File: src/rtl/mult_arbiter.sv
// Round-robin front end that shares one fixed-latency pipelined multiplier among NREQ requesters.
// A {valid, id} tag rides alongside the multiplier pipeline so each product returns to its owner.
module mult_arbiter #(
  parameter int unsigned NREQ = 4,
  parameter int unsigned W    = 18,
  parameter int unsigned LAT  = 4,
  parameter int unsigned IDW  = $clog2(NREQ)
) (
  input  logic                clk,
  input  logic                rst,
  input  logic [NREQ-1:0]     req_valid,
  input  logic [NREQ*W-1:0]   req_a,
  input  logic [NREQ*W-1:0]   req_b,
  output logic [NREQ-1:0]     req_ready,
  output logic [W-1:0]        mul_a,
  output logic [W-1:0]        mul_b,
  input  logic [2*W-1:0]      mul_p,
  output logic                rsp_valid,
  output logic [IDW-1:0]      rsp_id,
  output logic [2*W-1:0]      rsp_data,
  output logic                busy,
  output logic [15:0]         issue_cnt
);

  logic [IDW-1:0] ptr;
  logic [IDW-1:0] grant_id;
  logic [IDW-1:0] sel;
  logic [W-1:0]   grant_a;
  logic [W-1:0]   grant_b;
  logic           xfer;
  int unsigned    idx;

  // Stage 0 is loaded on issue; stage LAT lines up with mul_p.
  logic [LAT:0]   tag_vld;
  logic [IDW-1:0] tag_id [LAT+1];

  // Search ptr, ptr+1, ... modulo NREQ; the first valid requester wins.
  always_comb begin
    req_ready = '0;
    grant_id  = '0;
    grant_a   = '0;
    grant_b   = '0;
    xfer      = 1'b0;
    idx       = 0;
    sel       = '0;
    if (!rst) begin
      for (int unsigned k = 0; k < NREQ; k++) begin
        idx = 32'(ptr) + k;
        if (idx >= NREQ) idx = idx - NREQ;
        sel = IDW'(idx);
        if (!xfer && req_valid[sel]) begin
          xfer           = 1'b1;
          req_ready[sel] = 1'b1;
          grant_id       = sel;
          grant_a        = req_a[sel*W +: W];
          grant_b        = req_b[sel*W +: W];
        end
      end
    end
  end

  always_ff @(posedge clk or posedge rst) begin
    if (rst) begin
      ptr       <= '0;
      mul_a     <= '0;
      mul_b     <= '0;
      issue_cnt <= '0;
      tag_vld   <= '0;
      for (int unsigned k = 0; k <= LAT; k++) tag_id[k] <= '0;
      rsp_valid <= 1'b0;
      rsp_id    <= '0;
      rsp_data  <= '0;
    end else begin
      tag_vld[0] <= xfer;
      if (xfer) begin
        tag_id[0] <= grant_id;
        mul_a     <= grant_a;
        mul_b     <= grant_b;
        ptr       <= (grant_id == IDW'(NREQ - 1)) ? '0 : grant_id + 1'b1;
        issue_cnt <= issue_cnt + 16'd1;
      end
      // The multiplier cannot stall, so the tag shift never stalls either.
      for (int unsigned k = 1; k <= LAT; k++) begin
        tag_vld[k] <= tag_vld[k-1];
        tag_id[k]  <= tag_id[k-1];
      end
      rsp_valid <= tag_vld[LAT];
      if (tag_vld[LAT]) begin
        rsp_id   <= tag_id[LAT];
        rsp_data <= mul_p;
      end
    end
  end

  assign busy = |tag_vld;

endmodule

File: config.mk
export PLATFORM = sky130hd
export DESIGN_NAME = mult_arbiter
export DESIGN_NICKNAME = d
export VERILOG_FILES = /design/src/rtl/mult_arbiter.sv
export SDC_FILE = /design/constraint.sdc
export NUM_CORES = 1
export LEC_CHECK = 0
export ABC_AREA = 1
export CORE_UTILIZATION = 52
export CTS_BUF_LIST = sky130_fd_sc_hd__clkbuf_4 sky130_fd_sc_hd__clkbuf_8 sky130_fd_sc_hd__clkbuf_16
export DETAILED_ROUTE_END_ITERATION = 10
export GPL_ROUTABILITY_DRIVEN = 0
export GPL_TIMING_DRIVEN = 0
export PLACE_DENSITY_LB_ADDON = 0.2
export SLEW_MARGIN = 20
export SYNTH_ARGS = -nofsm -noshare
export SYNTH_HDL_FRONTEND = slang
export SYNTH_SLANG_ARGS = --single-unit
File: constraint.sdc
create_clock -name clk -period 6.8 [get_ports clk]
set_clock_uncertainty 0.1 [all_clocks]
set_input_delay 0.68 -clock clk [delete_from_list [all_inputs] [get_ports clk]]
set_output_delay 0.68 -clock clk [all_outputs]
set_load 0.01 [all_outputs]
### Word level (Yosys, flattened, before mapping)

Cells that the tools add are included.

| storage, ports and cells | value |
|---|---|
| flip-flop bits (word level) | 108 |
| input bits | 186 |
| output and inout bits | 96 |
| logic and storage cells | 117 |

| cells by class | value |
|---|---|
| add/subtract/negate cells | 9 |
| multipliers | 4 |
| order comparisons | 12 |
| eq/ne operators | 1 |
| shift-type cells | 8 |
| mux-type cells | 56 |
| bitwise logic cells | 3 |
| reductions and logical operators | 11 |

Operators with widths:

| cell | number |
|---|---|
| $shiftx 72x8->18 | 8 |
| $mux 18 | 10 |
| $mux 4 | 8 |
| $mux 2 | 14 |
| $mul 2x4->6 const B | 4 |
| $add 16x1->16 const B | 1 |
| $mux 1 | 16 |
| $lt 2x3->1 const B | 4 |
| $or 4x4->4 | 3 |
| $ge 3x3->1 const B | 3 |
| $bmux 1 s2 | 4 |
| $demux 1 s2 | 4 |
| $ge 2x1->1 const B | 4 |
| $sub 2x1->2 const B | 4 |
| $logic_and 1x1->1 | 7 |
| $add 2x2->3 const B | 2 |
| $reduce_or 5->1 | 1 |
| $add 2x1->3 const B | 1 |
| $ge 2x3->1 const B | 1 |
| $logic_not 1->1 | 3 |
| $add 2x1->2 const B | 1 |
| $eq 2x2->1 const B | 1 |

### Depth between registers and ports, before layout

| depth | value |
|---|---|
| depth in word-level cells | 21 |
| gate-level depth with buffers | 17 |
| depth with buffers taken out | 12 |

### Least setup slack after synthesis

OpenSTA, ideal clock, no wires.

| path | value |
|---|---|
| path kind | input port to output port |
| start point | input port rst |
| end point | output port req_ready[0] |
| arrival | 3.717 ns |
| data required time | 6.020 ns |
| setup slack | 2.303 ns |
| stages on the path | 4 |
| buffers on the path | 1 |
| cells stage by stage | clkbuf_1 > inv_1 > o21ai_0 > inv_1 |

| on the way | value |
|---|---|
| word-level cells in the longest chain between the ends | 1 |

RTL lines:

| what | RTL line | source |
|---|---|---|
| from (decl) | 10 | `input logic rst,` |
| $mux 4 | 46 | `if (!rst) begin` |
| to (decl) | 14 | `output logic [NREQ-1:0] req_ready,` |

Every way passes these cells.

### Final worst setup path

| path | value |
|---|---|
| start point | register ptr[1] |
| end point | output port req_ready[0] |

| on the way | value |
|---|---|
| word-level cells in the longest chain between the ends | 19 |
| elaborated cells on any way between the ends | 70 |
| those cells by class | 7 x add/sub; 12 x order compare; 38 x mux; 3 x bitwise; 10 x reduce/logical |

RTL lines:

| what | RTL line | source |
|---|---|---|
| from (decl) | 25 | `logic [IDW-1:0] ptr;` |
| from (signal assigned) | 79 | `ptr <= (grant_id == IDW'(NREQ - 1)) ? '0 : grant_id + 1'b1;` |
| branches (longest 17 deep; another with $add 2x1->3) | - |  |
| $mux 4 (*) | 51 | `if (!xfer && req_valid[sel]) begin` |
| $mux 4 (*) | 46 |  |

Mark *: on every way between the ends. The select of a mux whose other input is x is not followed.

==> flow_metrics.py <==
metrics = {
    "setup_path": {
        "crit_path_start_kind": "register",
        "crit_buf_inv": 10,
        "max_stage_delay_ns": 0.54,
        "cp.arrival_ns": 4.30,
        "worstPathMaxFanout": 12,
        "path_class": "reg -> out",
        "crit_top_cell": "buf_2",
        "cp_top_family": "buffers and inverters",
        "end_kind": "primary output",
        "worstPathCellList": "buf_2 > inv_2 > buf_2 > buf_1 > ha_1 > buf_2 > inv_2 > nand3_1 > nand2_1 > nand4_1 > buf_2 > buf_6 > nor2_1 > o21ai_0 > inv_1 > clkdlybuf4s50_1",
        "cp_slowest_cell": "clkdlybuf4s50_1",
        "cp.required_ns": 6.02,
    },
    "sta": {
        "fmax_ghz": 0.197,
        "slew_headroom": 0.517,
        "fin_hold_ws_ns": 0.251,
        "final_max_slew_viol_count": 0,
        "fin_crit_sh": 0.748,
        "final.setup.worst_slack_ns": 1.72,
        "setup-tns-final_ns": 0,
        "hold_viol_final": 0,
        "setup_viol": 0,
        "post-route-min-period_ns": 5.08,
        "grt_setup_unrepaired": "false",
        "tightest_slew_ns": 0.725,
    },
    "floorplanning": {
        "die_area_um2": 17400,
        "io-pin-count": 282,
        "initial_core_util": 0.532,
        "die_w_um": 132,
        "fp.coreArea_um2": 16500,
        "die_h_um": 132,
        "std_cell_rows": 47,
    },
    "clock_tree": {
        "cts_buffers": 9,
        "clk_pin_slew_worst_paths_ns": 0.09,
        "clock_latency_ns": 0.38,
        "post_cts_resized": 0,
        "hold_buffers": 0,
        "clockRootBuffer": "clkbuf_16",
        "cts_sinks": 108,
        "clockBufferDepth": 2,
        "cts_tree": "done",
        "post_cts_buffers": 0,
        "htreeDepth": 3,
    },
    "pwr": {
        "ir_drop_mv": 0.250,
        "leakagePower_nw": 5.49,
        "power_density_nw_per_um2": 505,
        "total_power_mw": 6.17,
    },
    "drt": {
        "drtIter0Drc": 1384,
        "ant_nets": 0,
        "drc": 0,
        "viasPerCell": 5.76,
        "route.vias.total": 10500,
        "postRouteWirelength_um": 31300,
        "first_pass_iters": 6,
        "post_drt_wl_per_cell_um": 17.2,
    },
    "placed_design": {
        "hpwl_um": 23200,
        "pre_cts_ws_ns": 2.22,
        "port-buffer-count": 280,
        "dpl_cell_area_um2": 11900,
    },
    "global_route": {
        "gr-total-overflow": 0,
        "grt_max_degree": 77,
        "grt_pass1_wl_um": 49300,
        "antenna_found_initial": 0,
        "grt_pass1_vias": 9859,
        "grtUsageTotal": 0.356,
    },
    "cells_and_area": {
        "drive_gt1_frac": 0.0880,
        "nets": 1791,
        "area_growth_pct": 39.0,
        "fillers": 1341,
        "stdcell_area_um2": 12200,
        "antennaDiodeCount": 0,
    },
    "synth": {
        "synthDistinctLibCells": 40,
        "synth-seq-cells": 108,
        "ys_top_cells_by_count": "378 x nand2_1, 218 x o21ai_0, 131 x nor2_1",
        "syn_area_um2": 8800,
        "ys_seq_area_frac": 0.307,
        "synth-async-reset-ratio": 1.00,
        "synth_top_area_cell": "dfrtp_1",
        "syn_area_per_cell_um2": 6.74,
        "synth_warnings": 0,
        "postSynthCellCount": 1306,
        "yosys.area.top_type_share": 0.307,
        "synthTopCellsByArea": "dfrtp_1 31%, nand2_1 16%, o21ai_0 12%",
        "synth_ff_type": "dfrtp_1",
        "yosysMostFrequentCell": "nand2_1",
        "syn_nets": 1499,
        "synth_edf_count": 0,
    },
    "min_path": {
        "min_path_type": "reg -> reg",
    },
    "job": {
        "drv_cap": 0,
    },
    "status": {
        "outcome": "completed",
    },
}
## through the flow
| stage | instances | util |
|---|---|---|
| final | 1823 | 0.740 |
| after CTS | 1823 | 0.740 |
| after global placement | 1806 | 0.719 |
| after global routing | 1823 | 0.740 |
| after floorplan | 1306 | - |
| after detailed placement | 1807 | 0.721 |
## metal layers
| layer | vias to the layer above | global-route usage | wire (um) | part of all wire |
|---|---|---|---|---|
| met5 | - | 0 | 0 | 0 |
| met4 | 0 | 0.184 | 1200 | 0.038 |
| met3 | 130 | 0.0511 | 3410 | 0.11 |
| met2 | 773 | 0.578 | 14300 | 0.46 |
| met1 | 4715 | 0.461 | 12400 | 0.39 |
| li1 | 4882 | - | - | - |
## logic make-up (layout without fill, tap and decap cells)
logic type                 count (synthesis)  count (layout)  synth area share
DFF                                      108             108             0.307
AOI/OAI and AO/OA                        320             320             0.204
and+or+nand+nor                          599             599             0.278
adders and majority gates                  7               7           0.00996
muxes                                     70              70            0.0851
buffers and inverters                    187             484             0.101
xor gates and xnor gates                  15              15            0.0149
## power breakdown
part           internal (mW)  leakage (nW)  switching (mW)
clock network          0.269         0.154           0.298
registers              0.928          1.27           0.191
logic                   1.72          4.07            2.76
total                   2.92          5.49            3.25
## cell usage in the layout (no fill, tap or decap), types with 2 or more instances in the layout
cell,n
xnor2_1,4
ha_1,7
buf_4,8
mux2_2,38
nand2_4,3
nor2_1,131
or2_2,4
buf_2,27
or2_0,5
a21oi_1,40
clkbuf_1,36
clkdlybuf4s50_1,280
xor2_1,11
buf_1,7
nand2_2,2
or2_1,8
o2111ai_1,2
nand4_1,6
nand3_1,48
nor3_1,8
inv_1,85
clkbuf_16,9
o21ai_0,218
o21ai_1,13
dfrtp_1,108
mux2i_1,32
nand2_1,378
o211ai_2,11
clkinv_8,3
o211ai_1,21
a22oi_1,4
nand3_2,3
o2bb2ai_1,7
inv_6,3
buf_6,14
a21oi_2,2
inv_2,7
## sequential cells by signal, indices dropped and copies added (netlist names)
signal,count
rsp_id,2
rsp_data,36
mul_b,18
ptr,2
rsp_valid,1
issue_cnt,16
mul_a,18
tag_id,10
tag_vld,5
## area by class of cell
cell class / instances / area, um^2 / area share
clock buffers: 9 / 225 / 0.0184
well taps: 220 / 275 / 0.0225
multi-input cells: 1011 / 5210 / 0.426
clock inverters: 7 / 93.8 / 0.00768
plain buffers: 93 / 529 / 0.0433
flip-flops and latches: 108 / 2700 / 0.221
repair buffers: 281 / 2830 / 0.232
inverters: 94 / 360 / 0.0295
## path summary, 6_finish.rpt
check	startpoint	depth (start not counted)	end	slack, ns
worst min-delay path	tag_id[3]	0	tag_id[1]	0.25
worst min register to register	tag_id[3]	0	tag_id[1]	0.25
min in group asynchronous	rst	2	mul_b[17]	0.37
worst max register to register	ptr[1]	13	mul_b[7]	2.95
max in group asynchronous	rst	3	rsp_data[1]	5.51
worst max-delay path	ptr[1]	16	req_ready[0]	1.72
## worst register-to-register path: cells and delay by family (launching register included)
kind                       cells  cell delay (ns)
and+or+nand+nor                2             0.20
DFF                            1             0.44
adders and majority gates      1             0.23
buffers and inverters          7             2.28
AOI/OAI and AO/OA              3             0.47
Power figures use the tool's default switching activity.
